==> src/rtl/rv32_pkg.sv <==
// ----------------------------------------------------------------------------
// rv32_pkg
// Shared RV32 front-end definitions used by fetch_unit, opcode_classifier,
// imm_generator and decode.
//   inst_t         : immediate-format code consumed by imm_generator.type_i.
//   OP_*           : 7-bit major opcodes (inst[6:0]).
//   fetch_state_t  : fetch_unit FSM states.
//   is_word_aligned: true when the low two address bits are zero.
// ----------------------------------------------------------------------------
package rv32_pkg;

  // INST_NONE covers R-type and unknown opcodes; imm_generator yields 0 for it.
  typedef enum logic [2:0] {
    INST_NONE = 3'd0,
    INST_I    = 3'd1,
    INST_S    = 3'd2,
    INST_SB   = 3'd3,
    INST_UJ   = 3'd4,
    INST_U    = 3'd5
  } inst_t;

  localparam logic [6:0] OP_IMM    = 7'b0010011;
  localparam logic [6:0] OP_LOAD   = 7'b0000011;
  localparam logic [6:0] OP_JALR   = 7'b1100111;
  localparam logic [6:0] OP_SYSTEM = 7'b1110011;
  localparam logic [6:0] OP_STORE  = 7'b0100011;
  localparam logic [6:0] OP_BRANCH = 7'b1100011;
  localparam logic [6:0] OP_JAL    = 7'b1101111;
  localparam logic [6:0] OP_LUI    = 7'b0110111;
  localparam logic [6:0] OP_AUIPC  = 7'b0010111;
  localparam logic [6:0] OP_OP     = 7'b0110011;

  typedef enum logic [1:0] {
    ST_IDLE  = 2'd0,
    ST_FETCH = 2'd1,
    ST_HOLD  = 2'd2,
    ST_FAULT = 2'd3
  } fetch_state_t;

  function automatic logic is_word_aligned(input logic [31:0] addr);
    return addr[1:0] == 2'b00;
  endfunction

endpackage

==> src/rtl/opcode_classifier.sv <==
// ----------------------------------------------------------------------------
// opcode_classifier
// Combinational map from the major opcode to the immediate-format code.
// Shared between fetch_unit and decode.
//   opcode_i : inst[6:0]
//   type_o   : immediate format (INST_NONE for R-type and unknown opcodes)
// ----------------------------------------------------------------------------
module opcode_classifier
  import rv32_pkg::*;
(
  input  logic [6:0] opcode_i,
  output inst_t      type_o
);

  // NOTE: every path through an always_comb must assign every output, so a
  // default comes first; otherwise synthesis infers a latch to hold the value.
  always_comb begin
    type_o = INST_NONE;
    case (opcode_i)
      OP_IMM, OP_LOAD, OP_JALR, OP_SYSTEM: type_o = INST_I;
      OP_STORE:                            type_o = INST_S;
      OP_BRANCH:                           type_o = INST_SB;
      OP_JAL:                              type_o = INST_UJ;
      OP_LUI, OP_AUIPC:                    type_o = INST_U;
      OP_OP:                               type_o = INST_NONE;
      default:                             type_o = INST_NONE;
    endcase
  end

endmodule

==> src/rtl/fetch_unit.sv <==
// ----------------------------------------------------------------------------
// fetch_unit
// Instruction fetch stage: holds the PC, fetches words over a req/ack
// handshake, captures them with their PC and immediate format, and hands
// them to decode over valid/ready. Execute can redirect the PC; a misaligned
// redirect parks the unit in a sticky fault state until reset.
//   clk, rst              : clock, asynchronous active-high reset
//   mem_req/addr/ack/rdata: instruction memory handshake (addr == PC)
//   redirect_en/pc        : branch/jump target from execute
//   inst_valid/ready      : decode handshake for inst, pc_o, type_o
//   inst, pc_o, type_o    : captured word, its address, its format code
//   fault                 : misaligned redirect seen (sticky)
// All outputs come straight from registers; no input reaches an output
// combinationally.
// ----------------------------------------------------------------------------
module fetch_unit
  import rv32_pkg::*;
#(
  parameter logic [31:0] RESET_PC = 32'h0000_0000
) (
  input  logic        clk,
  input  logic        rst,
  output logic        mem_req,
  output logic [31:0] mem_addr,
  input  logic        mem_ack,
  input  logic [31:0] mem_rdata,
  input  logic        redirect_en,
  input  logic [31:0] redirect_pc,
  output logic        inst_valid,
  input  logic        inst_ready,
  output logic [31:0] inst,
  output logic [2:0]  type_o,
  output logic [31:0] pc_o,
  output logic        fault
);

  fetch_state_t state_q, state_d;
  logic [31:0]  pc_q, pc_d;
  logic [31:0]  inst_q, inst_d;
  logic [31:0]  inst_pc_q, inst_pc_d;
  inst_t        type_q, type_d;
  inst_t        rdata_type;

  opcode_classifier u_classifier (
    .opcode_i (mem_rdata[6:0]),
    .type_o   (rdata_type)
  );

  always_comb begin
    state_d   = state_q;
    pc_d      = pc_q;
    inst_d    = inst_q;
    inst_pc_d = inst_pc_q;
    type_d    = type_q;

    unique case (state_q)
      ST_IDLE:  state_d = ST_FETCH;
      ST_FETCH: begin
        if (mem_ack) begin
          inst_d    = mem_rdata;
          type_d    = rdata_type;
          inst_pc_d = pc_q;
          pc_d      = pc_q + 32'd4;  // wraps modulo 2^32
          state_d   = ST_HOLD;
        end
      end
      ST_HOLD:  if (inst_ready) state_d = ST_FETCH;
      ST_FAULT: state_d = ST_FAULT;
    endcase

    // A redirect overrides whatever the state logic above decided, including
    // a capture from an ack in the same cycle (that word is on the wrong path).
    if (redirect_en && state_q != ST_FAULT) begin
      inst_d    = inst_q;
      inst_pc_d = inst_pc_q;
      type_d    = type_q;
      if (is_word_aligned(redirect_pc)) begin
        pc_d    = redirect_pc;
        state_d = ST_FETCH;
      end else begin
        pc_d    = pc_q;
        state_d = ST_FAULT;
      end
    end
  end

  // NOTE: sequential state uses non-blocking assignments so every register
  // samples the pre-edge values, independent of statement order.
  always_ff @(posedge clk or posedge rst) begin
    if (rst) begin
      state_q   <= ST_IDLE;
      pc_q      <= RESET_PC;
      inst_q    <= '0;
      inst_pc_q <= '0;
      type_q    <= INST_NONE;
    end else begin
      state_q   <= state_d;
      pc_q      <= pc_d;
      inst_q    <= inst_d;
      inst_pc_q <= inst_pc_d;
      type_q    <= type_d;
    end
  end

  assign mem_req    = (state_q == ST_FETCH);
  assign mem_addr   = pc_q;
  assign inst_valid = (state_q == ST_HOLD);
  assign fault      = (state_q == ST_FAULT);
  assign inst       = inst_q;
  assign pc_o       = inst_pc_q;
  assign type_o     = type_q;

endmodule
==> config.mk <==
export PLATFORM = sky130hd
export DESIGN_NAME = fetch_unit
export DESIGN_NICKNAME = d
export VERILOG_FILES = /design/src/rtl/rv32_pkg.sv /design/src/rtl/opcode_classifier.sv /design/src/rtl/fetch_unit.sv
export SDC_FILE = /design/constraint.sdc
export NUM_CORES = 1
export LEC_CHECK = 0
export ABC_AREA = 1
export BUFFER_PORTS_ARGS = -buffer_cell sky130_fd_sc_hd__buf_2
export CORE_MARGIN = 3
export CORE_UTILIZATION = 40
export DETAILED_ROUTE_END_ITERATION = 7
export GPL_TIMING_DRIVEN = 0
export HOLD_SLACK_MARGIN = 0.03
export PLACE_DENSITY = 0.75
export RECOVER_POWER = 50
export SETUP_SLACK_MARGIN = 0.2
export SYNTH_ARGS = -nofsm -noshare
export SYNTH_HDL_FRONTEND = slang
export SYNTH_SLANG_ARGS = --single-unit
==> constraint.sdc <==
create_clock -name clk -period 3.3 [get_ports clk]
set_input_delay 0 -clock clk [delete_from_list [all_inputs] [get_ports clk]]
set_output_delay 0 -clock clk [all_outputs]
set_load 0.01 [all_outputs]
==> results.json <==
{
  "path_max_fanout": 10,
  "status": "complete, but fails checks",
  "dp_hpwl_um": 11200,
  "fin_crit_sh_pct": 65.6,
  "synth_top_cell_by_area": "dfrtp_1",
  "slew_viol_final": 47,
  "post_cts_resized": 0,
  "cts_hold_buf": 66,
  "antenna_left": 0,
  "worst_pin_slew_ns": 2.13,
  "avgSynthCellArea_um2": 7.32,
  "cts_tree": "built",
  "syn-cell-area_mm2": 0.00496,
  "grt_use_total_pct": 23.2,
  "drtPass1Iterations": 5,
  "vias": 5291,
  "synth_seq_cells": 101,
  "cts_root_buf": "clkbuf_16",
  "leakage_uw": 0.00335,
  "layout_commonest_cell": "nand2_1",
  "syn_nets": 747,
  "slew_headroom_pct": -43.1,
  "place_congestion": 0.919,
  "critPathLaunch": "state_q[0]",
  "drt-total-wl_um": 16000,
  "powerDensity_mw_per_mm2": 773,
  "fin_area_mm2": 0.00687,
  "coreArea_mm2": 0.0121,
  "violations": "capacitance limit, slew limit",
  "critPathKind": "reg -> reg",
  "max_freq_ghz": 0.462,
  "portBuffers": 170,
  "final_cell_mix": "277 x nand2_1, 115 x clkbuf_1, 101 x dfrtp_1",
  "fin_skew_ns": 0.0101,
  "rsz0062_at_grt": "false",
  "setup_viol": 0,
  "drtIter0Drc": 419,
  "vdd_drop_max_v": 0.000288,
  "netlist_instances": 677,
  "rows": 40,
  "io_pins": 171,
  "critPathRequiredTime_ns": 3.53,
  "finalCriticalPeriod_ns": 2.16,
  "drive_above_1_share_pct": 11.8,
  "grt-ovfl-total": 0,
  "synthDistinctLibCells": 31,
  "syn_to_final_growth_pct": 38.5,
  "start_util_pct": 41.1,
  "holdWs_ns": 0.0217,
  "path_clk_slew_ns": 0.07,
  "final_hold_viol_count": 0,
  "end_kind": "flip-flop",
  "hold_class": "in -> reg",
  "drc": 0,
  "h-tree-depth": 3,
  "cp-start-kind": "flip-flop",
  "grt_max_degree": 56,
  "cts_buffers": 9,
  "place_area_mm2": 0.00605,
  "critPathArrivalTime_ns": 2.40,
  "reg2reg_from": "state_q[0]",
  "synth_top_cell_area_share_pct": 51.0,
  "die_h_um": 117,
  "clock_path_buffers": 2,
  "wl_per_cell_um": 14.5,
  "postCtsSetupRepairBufs": 0,
  "utilization_pct": 56.9,
  "cap_violations": 1,
  "worstHoldStart": "redirect_pc[17]",
  "die_area_mm2": 0.0138,
  "clk_latency_ns": 0.35,
  "cts_sinks": 101,
  "antenna_found_initial": 0,
  "post_drt_via_cell_ratio": 4.82,
  "die_w_um": 117,
  "grt_pass1_vias": 5200,
  "diodes": 0,
  "grt_pass1_wl_um": 25900,
  "yosys_warnings": 0,
  "nNetsFinal": 995,
  "synthTopCellsByArea": "dfrtp_1 51%, nand2_1 21%, nor2_1 7.0%",
  "ys_seq_area_share_pct": 51.0
}
[power by group]
group	internal (uW)	total [uW]	switching, uW	leakage [uW]
registers	1750	2200	450	0.00128
logic	741	2070	1330	0.00194
clock network	543	1030	487	0.000138
[critical path: stages, from the launching register on]
cell and delay, ns:
dfrtp_1 0.43, inv_1 0.08, nor2_2 0.13, nand3_2 0.28, buf_2 0.31, nor2_1 0.18
a21oi_1 0.08, dlygate4sd3_1 0.56
[registers in the layout, summed over array words and instances (netlist names)]
| name | count |
|---|---|
| type_o | 3 |
| inst | 32 |
| mem_addr | 32 |
| state_q | 2 |
| pc_o | 32 |
[path summary, 6_finish.rpt]
kind                                 to  slack, ns  cells past startpoint
max in group asynchronous      pc_o[28]       1.57                      4
min in group asynchronous      inst[13]       0.75                      3
setup / recovery              type_o[2]       1.14                      7
hold reg to reg                inst[25]       0.48                      2
setup reg to reg              type_o[2]       1.14                      7
hold / removal             mem_addr[17]       0.02                      5
[per-stage QoR]
stage	setup TNS, ns	instances	setup slack (ns)	total power, uW
global placement	-56.65	1015	-0.566	4250
floorplan	0	677	0.653	3340
global route	0	1098	0.940	5700
finish	0	1098	1.14	5310
detailed placement	0	1016	1.55	4310
CTS	0	1098	1.14	5410
[Yosys cell counts, drive strengths merged]
| cell | n |
|---|---|
| xor2 | 2 |
| or2 | 1 |
| a21oi | 4 |
| nand3b | 1 |
| o21ai | 63 |
| nand3 | 38 |
| nor3 | 2 |
| nor2 | 99 |
| o22ai | 2 |
| a31oi | 3 |
| inv | 47 |
| nand4 | 2 |
| xnor2 | 2 |
| buf | 11 |
| a2bb2oi | 1 |
| o31ai | 1 |
| o21bai | 1 |
| dfrtp | 101 |
| ha | 1 |
| and2 | 2 |
| nand2 | 279 |
| clkbuf | 14 |
[metal layers]
layer	share of wire, %	vias to the layer above	global-route usage, %
met1	45	2458	31.1
met5	0	-	0
met2	47	189	36.9
met4	2.8	0	9.24
met3	6.1	33	4.87
li1	-	2611	-
[layout make-up]
class                   count  area, um^2
well taps                 168         210
plain buffers              25         119
flip-flops and latches    101        2530
clock inverters             5        41.3
inverters                  47         178
multi-input cells         504        2130
fillers                  1159        5200
clock buffers              11         243
repair buffers            237        1410
[cells by family after synthesis]
| family | after synthesis | synth area share (%) |
|---|---|---|
| XOR/XNOR | 4 | 0.707 |
| AO/OA/AOI/OAI | 75 | 7.88 |
| adder cells (fa/ha/maj) | 1 | 0.252 |
| flip-flops | 101 | 51.0 |
| AND/OR/NAND/NOR | 424 | 34.2 |
| buffers and inverters | 72 | 5.96 |
Power figures use the tool's default switching activity.
